<file path="src/rtl/lk_gradient_window.sv">
// Collects a 3x3 current/previous pixel patch and produces the Lucas-Kanade
// A matrix (Ix, Iy per anchor) and b vector (-It per anchor) for the 2x2 anchors.
//
// Handshakes: a beat transfers on a rising edge where in_valid && in_ready;
// a result transfers on a rising edge where out_valid && out_ready. The source
// holds its beat while in_ready is low, and A/b stay stable while out_valid is
// high until that transfer.
module lk_gradient_window #(
   parameter int PIX_W = 8,
   parameter int OUT_W = 8
) (
   input  logic                 clk,
   input  logic                 rst,
   input  logic                 in_valid,
   output logic                 in_ready,
   input  logic                 in_last,
   input  logic [PIX_W-1:0]     pix_curr,
   input  logic [PIX_W-1:0]     pix_prev,
   output logic                 out_valid,
   input  logic                 out_ready,
   output logic [8*OUT_W-1:0]   A,
   output logic [4*OUT_W-1:0]   b,
   output logic                 pkt_err
);

   typedef enum logic [1:0] {
      S_LOAD    = 2'd0,
      S_COMPUTE = 2'd1,
      S_HOLD    = 2'd2
   } state_t;

   state_t               state, state_next;
   logic [3:0]           count;
   logic                 beat_acc;
   logic                 frame_err;
   logic [PIX_W-1:0]     curr_q [8];
   logic [PIX_W-1:0]     prev_q [4];
   logic [8*OUT_W-1:0]   a_next;
   logic [4*OUT_W-1:0]   b_next;

   // Halved difference with floor rounding, taken at PIX_W+1 signed bits.
   function automatic logic [OUT_W-1:0] half_diff(input logic [PIX_W-1:0] p,
                                                   input logic [PIX_W-1:0] q);
      logic signed [PIX_W:0] d;
      d = $signed({1'b0, p}) - $signed({1'b0, q});
      return OUT_W'(d >>> 1);
   endfunction

   function automatic logic [OUT_W-1:0] neg_sat(input logic [OUT_W-1:0] v);
      logic [OUT_W-1:0] min_v;
      min_v = {1'b1, {(OUT_W-1){1'b0}}};
      if (v == min_v) return {1'b0, {(OUT_W-1){1'b1}}};
      return -v;
   endfunction

   always_ff @(posedge clk) begin
      if (rst) state <= S_LOAD;
      else     state <= state_next;
   end

   always_comb begin
      state_next = state;
      in_ready   = 1'b0;
      beat_acc   = 1'b0;
      frame_err  = 1'b0;
      case (state)
         S_LOAD: begin
            in_ready = 1'b1;
            beat_acc = in_valid;
            if (in_valid) begin
               if (in_last && count == 4'd8) state_next = S_COMPUTE;
               else if (in_last || count == 4'd8) frame_err = 1'b1;
            end
         end
         S_COMPUTE: state_next = S_HOLD;
         S_HOLD: begin
            if (out_valid && out_ready) state_next = S_LOAD;
         end
         default: state_next = S_LOAD;
      endcase
   end

   // A framed or misframed final beat both restart the count.
   always_ff @(posedge clk) begin
      if (rst) begin
         count     <= 4'd0;
         out_valid <= 1'b0;
         pkt_err   <= 1'b0;
         A         <= '0;
         b         <= '0;
      end else begin
         pkt_err <= frame_err;
         if (beat_acc) count <= (in_last || count == 4'd8) ? 4'd0 : count + 4'd1;
         if (state == S_COMPUTE) begin
            A <= a_next;
            b <= b_next;
         end
         if (state == S_HOLD) out_valid <= !(out_valid && out_ready);
         else                 out_valid <= 1'b0;
      end
   end

   // Only pixels that feed an anchor or its neighbours are kept.
   always_ff @(posedge clk) begin
      if (beat_acc) begin
         for (int j = 0; j < 8; j++) begin
            if (count == 4'(j)) curr_q[j] <= pix_curr;
         end
         case (count)
            4'd0:    prev_q[0] <= pix_prev;
            4'd1:    prev_q[1] <= pix_prev;
            4'd3:    prev_q[2] <= pix_prev;
            4'd4:    prev_q[3] <= pix_prev;
            default: ;
         endcase
      end
   end

   for (genvar i = 0; i < 4; i++) begin : g_anchor
      localparam int K = (i / 2) * 3 + (i % 2);
      assign a_next[8*OUT_W-1-2*OUT_W*i -: OUT_W]       = half_diff(curr_q[K+1], curr_q[K]);
      assign a_next[8*OUT_W-1-2*OUT_W*i-OUT_W -: OUT_W] = half_diff(curr_q[K+3], curr_q[K]);
      assign b_next[4*OUT_W-1-OUT_W*i -: OUT_W]         = neg_sat(half_diff(curr_q[K], prev_q[i]));
   end

endmodule

</file>
<file path="config.mk">
export PLATFORM = sky130hd
export DESIGN_NAME = lk_gradient_window
export DESIGN_NICKNAME = d
export VERILOG_FILES = /design/src/rtl/lk_gradient_window.sv
export SDC_FILE = /design/constraint.sdc
export NUM_CORES = 1
export LEC_CHECK = 0
export CAP_MARGIN = 20
export CORE_MARGIN = 5
export CORE_UTILIZATION = 57
export DETAILED_ROUTE_END_ITERATION = 10
export PLACE_DENSITY = 0.81
export SLEW_MARGIN = 20
export SYNTH_ARGS = -nofsm -noshare
export SYNTH_HDL_FRONTEND = slang
export SYNTH_SLANG_ARGS = --single-unit
</file>
<file path="constraint.sdc">
create_clock -name clk -period 3.25 [get_ports clk]
set_input_delay 0.4875 -clock clk [delete_from_list [all_inputs] [get_ports clk]]
set_output_delay 0.4875 -clock clk [all_outputs]
set_load 0.1 [all_outputs]
</file>
Word level (Yosys, flattened, before mapping):

Memories as Yosys holds them, arrays and structs flattened.
Cells that the tools add are included.

* word-level logic and storage cells: 138
* memory bits (writable): 96
* register bits: 104
* output and inout bits: 99
* input bits: 21
* memories kept: 2

Memory list
* curr_q: depth 8, bits a word 8, read ports 8, clocked after memory_dff 0, wr ports 1, RTL line 36 `logic [PIX_W-1:0] curr_q [8];`
* prev_q: depth 4, bits a word 8, read ports 4, clocked after memory_dff 0, wr ports 1, RTL line 37 `logic [PIX_W-1:0] prev_q [4];`

* eq/ne operators: 17
* reduce and logical (&&, ||, !) cells: 19
* add/sub/neg operators: 17
* bitwise gates (word level): 3
* mux-type cells: 74

Operator list (number)
* $mux W8: 18
* $sub A8 B8 Y9: 12
* $reduce_or A8 Y1: 10
* $mux W1: 41
* $eq A8 B8 Y1 const B: 4
* $neg A8 Y8: 4
* $mux W3: 7
* $eq A4 B3 Y1 const B: 4
* $mux W2: 6
* $eq A4 B2 Y1 const B: 2
* $ne A2 B2 Y1 const B: 3
* $pmux W2 S3: 1
* $add A4 B1 Y4 const B: 1
* $eq A4 B1 Y1 const B: 1
* $eq A4 B4 Y1 const B: 1
* $logic_not A4 Y1: 1
* $mux W4: 1
* $reduce_or A4 Y1: 1
* $not A1 Y1: 3
* $reduce_and A3 Y1: 1
* $eq A2 B1 Y1 const B: 1
* $eq A2 B2 Y1 const B: 1
* $logic_and A1 B1 Y1: 2
* $logic_not A2 Y1: 1
* 3 further kinds: 3

Logic depth before layout (Yosys ltp):

Gate-level depths: netlist (run 1).

* depth in word-level cells: 12
* gate-level depth with buffers: 10
* mapped depth without buffers: 9

Worst setup path after synthesis (run 1):

No wires, ideal clock.

* path type: reg-to-reg
* from: register state[1]
* to: memory curr_q[4][0] (netlist: curr_q[1][0]), enable pin
* setup slack: 71 ps
* period minus slack after synthesis: 3179 ps
* arrival: 2806 ps
* required time: 2876 ps
* setup time: 374 ps
* path buffers: 0
* cell stages (with the launch flop): 5
* cell sequence: dfxtp_1 -> nor2_1 -> nand2_1 -> nor3b_1 -> and2_1

* cells in the longest elaborated chain, start to end: 12
* elaborated cells on any way between the ends: 39
* classes of those cells: mux: 31; reduce/logical: 8

RTL lines
* start, declared: RTL line 32 `state_t state, state_next;`
* start signal, assigned: RTL line 58 `else state <= state_next;`
* $logic_not A2 Y1 (*): RTL line 66 `case (state)`
* $mux W1 (*): RTL line 66
* $mux W1: RTL line 105 `if (beat_acc) begin`
* $mux W1 (not written as such): RTL line 107 `if (count == 4'(j)) curr_q[j] <= pix_curr;`
* $reduce_or A8 Y1 (no source line)
* $mux W3 (no source line) or $mux W1 (tied branches) (7 in series)
* end, declared: RTL line 36

Every way passes the cells marked *; elsewhere a longest branch is shown, timed or not.

==> flow_metrics.py, run 1 <==
metrics = {
    "yosys": {
        "synth.most_common_cell": "dfxtp_1",
        "synth-edff-count": 96,
        "synth.distinct_cells": 62,
        "synthTopCellsByCount": "104 x dfxtp_1, 96 x edfxtp_1, 92 x ha_1",
        "yosys_register_bits": 200,
        "synth_area_per_cell_um2": 9.966,
        "synth.largest_area_cell": "edfxtp_1",
        "synth-async-reset-ratio_pct": 0,
        "ys.flop_type": "dfxtp_1",
        "synth_top_area_share_pct": 26.32,
        "syn_inst": 1099,
        "ys_seq_area_share_pct": 45.33,
        "yosysWarnings": 0,
        "synth_area_mm2": 0.01095,
        "synth_fp_nets": 1224,
        "synth.area.top_cells": "edfxtp_1 26%, dfxtp_1 19%, ha_1 11%",
    },
    "critical_path": {
        "path_max_fanout": 6,
        "crit_type": "reg -> reg",
        "slowest_delay_ns": 0.42,
        "cp_cell_sequence": "nand2b_1 -> fa_1 -> a21o_1 -> a21oi_1 -> mux2_2 -> o22ai_1 -> and4b_1 -> nand3b_1 -> a311oi_1",
        "worst_setup_path_end_kind": "register",
        "start_kind": "register",
        "crit_buf_inv": 0,
        "cpMaxStageDelayCell": "edfxtp_1",
        "required_ns": 3.60,
        "crit_arrival_ns": 3.35,
        "critPathTopFamily": "compound AO/OA/AOI/OAI gates",
    },
    "die": {
        "dieArea_mm2": 0.02209,
        "pin_count": 120,
        "core-area_mm2": 0.01883,
        "rows": 50,
        "die-width_um": 148.6,
        "die_h_um": 148.6,
        "initial_core_util_pct": 58.17,
    },
    "clocking": {
        "cts_tree": "built",
        "htree_levels": 4,
        "cts-root-buf": "clkbuf_16",
        "ctsLongestPathBuffers": 2,
        "clock-sinks": 200,
        "cts_resized": 0,
        "clk_pin_slew_worst_paths_ns": 0.08,
        "cts_inserted_buffers": 17,
        "holdBufCountCts": 0,
        "post_cts_buffers": 0,
        "clock_latency_ns": 0.45,
    },
    "sta": {
        "setup_viol": 0,
        "hold_viol_final": 0,
        "drv_slew": 0,
        "relSlewSlack_pct": 32.82,
        "post-route-period-util_pct": 92.39,
        "hold_ws_ns": 0.4532,
        "worst_pin_slew_ns": 1.005,
        "fin_crit_ns": 3.003,
        "max_freq_ghz": 0.3330,
        "skew_ns": 0.01211,
        "rsz0062_at_grt": "no",
        "fin_tns_setup_ns": 0,
    },
    "power": {
        "irDropWorstVdd_uv": 451.9,
        "leakagePower_uw": 0.005240,
        "p_per_area_mw_per_mm2": 406.1,
        "power.total_uw": 5230,
    },
    "detailed_routing": {
        "routed_wl_um": 27760,
        "detail_route.iter0.violations": 745,
        "wire_per_inst_um": 18.73,
        "drc": 0,
        "final_antenna_net_count": 0,
        "vias": 8518,
        "vias_per_cell": 5.748,
        "firstDrtPassIters": 5,
    },
    "global_routing": {
        "grt.total_usage_pct": 25.50,
        "grt_pass1_wl_um": 44130,
        "grt_pass1_vias": 8153,
        "grt_max_degree": 64,
        "antenna_found_initial": 0,
        "grt-ovfl-total": 0,
    },
    "placed_design": {
        "hpwl_um": 20310,
        "io_buffer_count": 119,
        "place.gp.congestion": 0.8820,
    },
    "job": {
        "cap_viol_max_count": 0,
    },
    "layout": {
        "nFillCells": 1435,
        "syn2layout_area_growth_pct": 17.59,
        "diodes": 0,
        "drive_gt1_share_pct": 9.247,
        "fin_nets": 1334,
    },
    "hold_path": {
        "hold_path.class": "reg -> reg",
    },
    "run_status": {
        "status": "complete, no violations",
    },
}
[power by group]
part	total [uW]	switching, uW	internal, uW
Sequential	2690	19.5	2670
Clock	2050	1040	1010
Combinational	494	288	205
Total	5230	1350	3880
[sequential cells by signal, indices dropped and copies added, names as in the netlist]
register	count
pkt_err	1
out_valid	1
state	2
prev_q	32
A	64
count	4
curr_q	64
b	32
[final timing paths]
path	slack (ns)	depth (start not counted)	to	start
setup / recovery	0.25	9	b[27]	curr_q[0][0]
setup reg to reg	0.25	9	b[27]	curr_q[0][0]
hold reg to reg	0.45	2	A[26]	A[26]
hold / removal	0.45	2	A[26]	A[26]
[stage by stage]
step	utilization (%)	cells	setup WS [ns]	cell area, um^2
floorplan	-	1099	0.07065	10950
global placement	65.41	1450	0.4747	12320
detailed placement	65.41	1450	0.2995	12320
CTS	68.40	1482	0.2769	12880
global route	68.40	1482	0.01839	12880
finish	68.40	1482	0.2473	12880
[final cells by class]
type                    count  area [um^2]  area share [%]
flip-flops and latches    200         4965           38.55
repair buffers            131         1184           9.190
well taps                 260        325.3           2.526
clock buffers              17        425.4           3.303
inverters                  90        337.8           2.623
multi-input cells         769         5505           42.74
clock inverters            15        137.6           1.069
[routing by layer]
metal,GRT usage (%),up-vias,wire length [um]
met5,0,-,0
met4,8.453,0,701
met3,4.966,53,1963
met2,40.62,320,12760
met1,35.13,3988,12330
li1,-,4157,-
[layout by cell type, fill, tap and decap left out, drive strengths merged, types with 17 or more instances in the layout]
cell | Yosys | layout
clkdlybuf4s50 | 0 | 70
xnor2 | 46 | 46
clkbuf | 36 | 17
a21o | 34 | 34
a21oi | 75 | 75
inv | 90 | 98
nand2b | 19 | 19
xor2 | 20 | 20
nand2 | 75 | 75
o21ai | 59 | 59
nand3b | 19 | 19
dfxtp | 104 | 104
a211oi | 23 | 23
nor2b | 22 | 22
nand3 | 18 | 18
nor3 | 23 | 23
buf | 4 | 61
ha | 92 | 92
nor2 | 85 | 85
edfxtp | 96 | 96
[worst register-to-register path: stages, from the launching register on]
cell,delay [ns]
edfxtp_1,0.42
nand2b_1,0.20
fa_1,0.42
a21o_1,0.21
a21oi_1,0.26
mux2_2,0.37
o22ai_1,0.16
and4b_1,0.26
nand3b_1,0.24
a311oi_1,0.37
[cells by family (layout without fill, tap and decap cells)]
group,Yosys count,in the layout,share of synthesized area [%]
simple gates,326,326,15.42
compound gates,265,265,15.84
flops,200,200,45.33
buf+inv,130,253,4.546
fa+ha+maj,104,104,12.70
xor+xnor,67,67,5.483
mux,7,7,0.6740
Note: power is estimated with default switching activity, not from simulation.
==> run 2: changes to the inputs <==
--- a/config.mk
+++ b/config.mk
@@ -7,10 +7,12 @@
 export LEC_CHECK = 0
 export CAP_MARGIN = 20
 export CORE_MARGIN = 5
-export CORE_UTILIZATION = 57
+export CORE_UTILIZATION = 60
+export CTS_CLUSTER_SIZE = 40
 export DETAILED_ROUTE_END_ITERATION = 10
-export PLACE_DENSITY = 0.81
-export SLEW_MARGIN = 20
+export DONT_BUFFER_PORTS = 1
+export PLACE_DENSITY = 0.76
+export SLEW_MARGIN = 40
 export SYNTH_ARGS = -nofsm -noshare
 export SYNTH_HDL_FRONTEND = slang
 export SYNTH_SLANG_ARGS = --single-unit
==> run 2 against run 1 <==
Sequential cell count did not move. Sequential share of layout area grew 4.2 points. Final cell count decreased by 10%. Global-route usage decreased by 0.53 points. Sequential power is essentially flat. Register-to-register slack about the same. Power is 0.35% higher. Hold slack worse by 0.33 ns. Clock skew is 0.0015 ns higher. Count of clock-buffer cells in the layout is 5 higher. Critical path type unchanged. Largest cell class unchanged. Highest routed layer unchanged.
==> flow_metrics.py, run 2 (synthesis gave the netlist of run 1 again) <==
metrics = {
    "critical_path": {
        "crit_type": "reg -> reg",
        "required_ns": 3.61,
        "worst_setup_path_end_kind": "register",
        "slowest_delay_ns": 0.45,
        "start_kind": "register",
        "crit_arrival_ns": 3.35,
        "cp_cell_sequence": "nand2b_1 -> fa_1 -> a211oi_1 -> o21bai_1 -> a211oi_1 -> nand4_1 -> a21oi_1 -> nor3_1 -> nor3_1",
        "cpMaxStageDelayCell": "fa_1",
        "path_max_fanout": 5,
    },
    "layout": {
        "diodes": 0,
        "multiInputGateArea_mm2": 0.005512,
        "layout_common_cells": "96 x dfxtp_2, 96 x edfxtp_1, 92 x ha_1",
        "reg.largest.list": "A: 64 flops, curr_q: 64 flops",
        "fin_nets": 1211,
        "syn2layout_area_growth_pct": 8.590,
        "nFillCells": 1349,
        "seqCellArea_mm2": 0.005085,
        "drive_gt1_share_pct": 14.47,
        "final_util_pct": 66.21,
    },
    "detailed_routing": {
        "routed_wl_um": 26790,
        "final_antenna_net_count": 0,
        "vias": 8138,
        "wire_per_inst_um": 20.17,
        "drc": 0,
        "firstDrtPassIters": 5,
        "detail_route.iter0.violations": 520,
        "vias_per_cell": 6.128,
    },
    "global_routing": {
        "grt.total_usage_pct": 24.97,
        "grt_pass1_wl_um": 42120,
        "grt_pass1_vias": 7631,
        "antenna_found_initial": 0,
        "grt_max_degree": 117,
        "grt-ovfl-total": 0,
    },
    "clocking": {
        "htree_levels": 4,
        "clock_latency_ns": 0.44,
        "ctsLongestPathBuffers": 2,
        "cts_resized": 0,
        "cts_tree": "built",
        "clock-sinks": 200,
        "clk_pin_slew_worst_paths_ns": 0.07,
        "cts-root-buf": "clkbuf_16",
        "post_cts_buffers": 0,
        "cts_inserted_buffers": 17,
        "holdBufCountCts": 0,
    },
    "power": {
        "p_switching_uw": 1225,
        "irDropWorstVdd_uv": 373.7,
        "p_per_area_mw_per_mm2": 441.3,
        "p_int_uw": 4024,
        "sequentialPowerShare_pct": 51.2,
        "combPwrFrac_pct": 7.9,
        "power_frac_clock_pct": 40.8,
        "p_sw_share_pct": 23.33,
        "leakagePower_uw": 0.004769,
    },
    "run_status": {
        "status": "complete, no violations",
    },
    "die": {
        "die-width_um": 145.1,
        "die_h_um": 145.1,
        "dieArea_mm2": 0.02106,
        "initial_core_util_pct": 60.97,
        "rows": 49,
        "core-area_mm2": 0.01796,
        "pin_count": 120,
    },
    "sta": {
        "relSlewSlack_pct": 56.46,
        "skew_ns": 0.01365,
        "setup_viol": 0,
        "hold_ws_ns": 0.1202,
        "fin_crit_ns": 2.995,
        "max_freq_ghz": 0.3339,
        "post-route-period-util_pct": 92.15,
        "fin_tns_setup_ns": 0,
        "rsz0062_at_grt": "no",
        "hold_viol_final": 0,
        "worst_pin_slew_ns": 0.6518,
        "drv_slew": 0,
    },
    "hold_path": {
        "hold_path.class": "in -> reg",
    },
    "placed_design": {
        "io_buffer_count": 0,
        "place.gp.congestion": 0.8779,
        "hpwl_um": 19900,
    },
    "job": {
        "cap_viol_max_count": 0,
    },
}
==> run 2: worst max-delay path, delay by kind of cell, from the launching register on <==
kind / cells / cell delay (ns)
AOI/OAI and AO/OA: 4 / 1.31
and+or+nand+nor: 4 / 0.72
adders and majority gates: 1 / 0.45
DFF: 1 / 0.44
==> run 2: layout make-up <==
class                           count  area share [%]
Sequential cell                   200           42.75
Clock inverter                     10          0.8837
Clock buffer                       22           4.166
Multi-Input combinational cell    769           46.34
Inverter                           90           2.840
Timing Repair Buffer                8          0.6101
Tap cell                          229           2.409
==> run 2: metrics by stage <==
stage	power, uW	setup WS [ns]	cell area, um^2	std cells
floorplan	3074	0.07065	10950	1099
global placement	3145	0.4767	11170	1296
detailed placement	3155	0.3645	11290	1296
CTS	5279	0.3145	11890	1328
global route	5432	0.04918	11890	1328
finish	5249	0.2550	11890	1328
==> run 2: worst paths after layout <==
check,start,end,slack (ns),depth (start not counted)
max,curr_q[1][0],b[3],0.25,9
min,rst,A[36],0.12,1
max reg2reg,curr_q[1][0],b[3],0.25,9
min reg2reg,out_valid,out_valid,0.50,1
==> run 2: power by group through the flow <==
stage	registers, uW	logic [uW]	clock network, uW
4_1_cts	2690	413	2180
3_3_place_gp	2750	398	0
2_1_floorplan	2740	334	0
3_5_place_dp	2750	407	0
5_1_grt	2690	461	2280
6_report	2690	416	2140
==> run 2: metal layers <==
| metal | vias to the layer above | global-route usage [%] | wire [um] |
|---|---|---|---|
| met4 | 0 | 9.002 | 720 |
| met5 | - | 0 | 0 |
| met3 | 49 | 6.423 | 2017 |
| li1 | 3897 | - | - |
| met2 | 304 | 39.41 | 12510 |
| met1 | 3888 | 33.48 | 11540 |
==> run 3: changes to the inputs <==
--- a/config.mk
+++ b/config.mk
@@ -12,6 +12,7 @@
 export DETAILED_ROUTE_END_ITERATION = 10
 export DONT_BUFFER_PORTS = 1
 export PLACE_DENSITY = 0.76
+export SETUP_SLACK_MARGIN = 0.05
 export SLEW_MARGIN = 40
 export SYNTH_ARGS = -nofsm -noshare
 export SYNTH_HDL_FRONTEND = slang
==> run 3 against run 2 <==
Sequential power is essentially flat. Non-clock buffer count is the same. Maximum frequency about the same. Register-to-register slack about the same. First-iteration DRC count decreased by 0.77%. Die area is the same. Final cell count did not move. Largest cell class unchanged. Largest power group unchanged.
==> flow_metrics.py, run 3 (synthesis gave the netlist of run 1 again) <==
metrics = {
    "run_status": {
        "status": "complete, no violations",
    },
    "layout": {
        "syn2layout_area_growth_pct": 8.648,
        "nFillCells": 1349,
        "diodes": 0,
        "drive_gt1_share_pct": 14.56,
        "fin_nets": 1211,
        "reg.largest.list": "A: 64 flops, curr_q: 64 flops",
        "layout_common_cells": "96 x dfxtp_2, 96 x edfxtp_1, 92 x ha_1",
    },
    "clocking": {
        "post_cts_buffers": 0,
        "cts_tree": "built",
        "htree_levels": 4,
        "cts_inserted_buffers": 17,
        "clock_latency_ns": 0.44,
        "clock-sinks": 200,
        "cts-root-buf": "clkbuf_16",
        "ctsLongestPathBuffers": 2,
        "clk_pin_slew_worst_paths_ns": 0.07,
    },
    "global_routing": {
        "grt.total_usage_pct": 24.97,
        "grt-ovfl-total": 0,
        "grt_util_met2_pct": 39.41,
        "grt_pass1_vias": 7631,
        "grt_use_met1_pct": 33.48,
        "grt_most_used_layer": "met2",
        "antenna_found_initial": 0,
        "grt_pass1_wl_um": 42120,
        "grt_max_degree": 117,
        "use_met3_pct": 6.423,
    },
    "sta": {
        "setup_viol": 0,
        "drv_slew": 0,
        "relSlewSlack_pct": 54.70,
        "setup_ws_ns": 0.2566,
        "rsz0062_at_grt": "no",
        "hold_viol_final": 0,
        "skew_ns": 0.01114,
        "hold_ws_ns": 0.1177,
        "fin_crit_ns": 2.993,
        "fin_tns_setup_ns": 0,
        "max_freq_ghz": 0.3341,
        "worst_pin_slew_ns": 0.6781,
        "post-route-period-util_pct": 92.10,
    },
    "power": {
        "leakagePower_uw": 0.004770,
        "irDropWorstVdd_uv": 372.5,
        "p_per_area_mw_per_mm2": 440.8,
    },
    "die": {
        "die-width_um": 145.1,
        "core-area_mm2": 0.01796,
        "rows": 49,
        "die_h_um": 145.1,
        "initial_core_util_pct": 60.97,
        "dieArea_mm2": 0.02106,
        "pin_count": 120,
    },
    "placed_design": {
        "hpwl_um": 19900,
        "preCtsSetupSlack_ns": 0.3645,
        "io_buffer_count": 0,
        "place.gp.congestion": 0.8779,
    },
    "critical_path": {
        "worst_setup_path_end_kind": "register",
        "start_kind": "register",
        "crit_type": "reg -> reg",
        "crit_arrival_ns": 3.35,
        "required_ns": 3.61,
        "reg2reg_depth": 9,
        "path_max_fanout": 5,
    },
    "detailed_routing": {
        "drc": 0,
        "routed_wl_um": 26800,
        "wire_per_inst_um": 20.18,
        "vias": 8122,
        "firstDrtPassIters": 5,
        "detail_route.iter0.violations": 516,
        "final_antenna_net_count": 0,
        "vias_per_cell": 6.116,
    },
    "job": {
        "cap_viol_max_count": 0,
    },
    "hold_path": {
        "hold_depth": 1,
        "hold_path.class": "in -> reg",
    },
}
## run 3: cell counts in the layout (fill, tap and decap cells not counted)
No cell type changed its count.
## run 3: repair_timing
| action | CTS | global route |
|---|---|---|
| gates resized for setup | 0 | 1 |
| hold buffers | 0 | 0 |
| endpoints found under the setup margin | 0 | 1 |
## run 3: through the flow
stage / utilization (%) / std cells / total power (uW) / instance area (um^2)
finish: 66.25 / 1328 / 5245 / 11900
global route: 66.25 / 1328 / 5432 / 11900
CTS: 66.20 / 1328 / 5279 / 11890
detailed placement: 62.85 / 1296 / 3155 / 11290
global placement: 62.18 / 1296 / 3145 / 11170
floorplan: - / 1099 / 3074 / 10950
## run 3: layout make-up
| class | instances | area, um^2 | area share [%] |
|---|---|---|---|
| sequential | 200 | 5085 | 42.73 |
| clock buffer | 22 | 495.5 | 4.164 |
| tap | 229 | 286.5 | 2.408 |
| inverter | 90 | 337.8 | 2.839 |
| clock inverter | 10 | 105.1 | 0.8832 |
| multi-input combinational | 769 | 5518 | 46.37 |
| timing repair buffer | 8 | 72.57 | 0.6098 |
## run 3: metal layers
metal | share of wire [%] | routed length, um
met1 | 43 | 11570
met2 | 47 | 12520
met3 | 7.4 | 1975
met4 | 2.7 | 732
met5 | 0 | 0
## run 3: final timing paths
check | startpoint | endpoint | slack [ns]
worst max-delay path | curr_q[1][0] | b[3] | 0.26
worst min-delay path | rst | A[36] | 0.12
worst max register to register | curr_q[1][0] | b[3] | 0.26
worst min register to register | out_valid | out_valid | 0.50
## run 3: where the power goes
| group | switching (uW) | internal (uW) | leakage, uW |
|---|---|---|---|
| clock network | 961 | 1180 | 0.000293 |
| logic | 237 | 179 | 0.00271 |
| registers | 22.6 | 2670 | 0.00176 |
## run 3: worst max-delay path, cell delays in order, from the launching register on
cell,delay (ns)
edfxtp_1,0.44
nand2b_1,0.24
fa_1,0.45
a211oi_1,0.34
o21bai_1,0.15
a211oi_1,0.45
nand4_1,0.21
a21oi_1,0.37
nor3_1,0.10
nor3_1,0.17
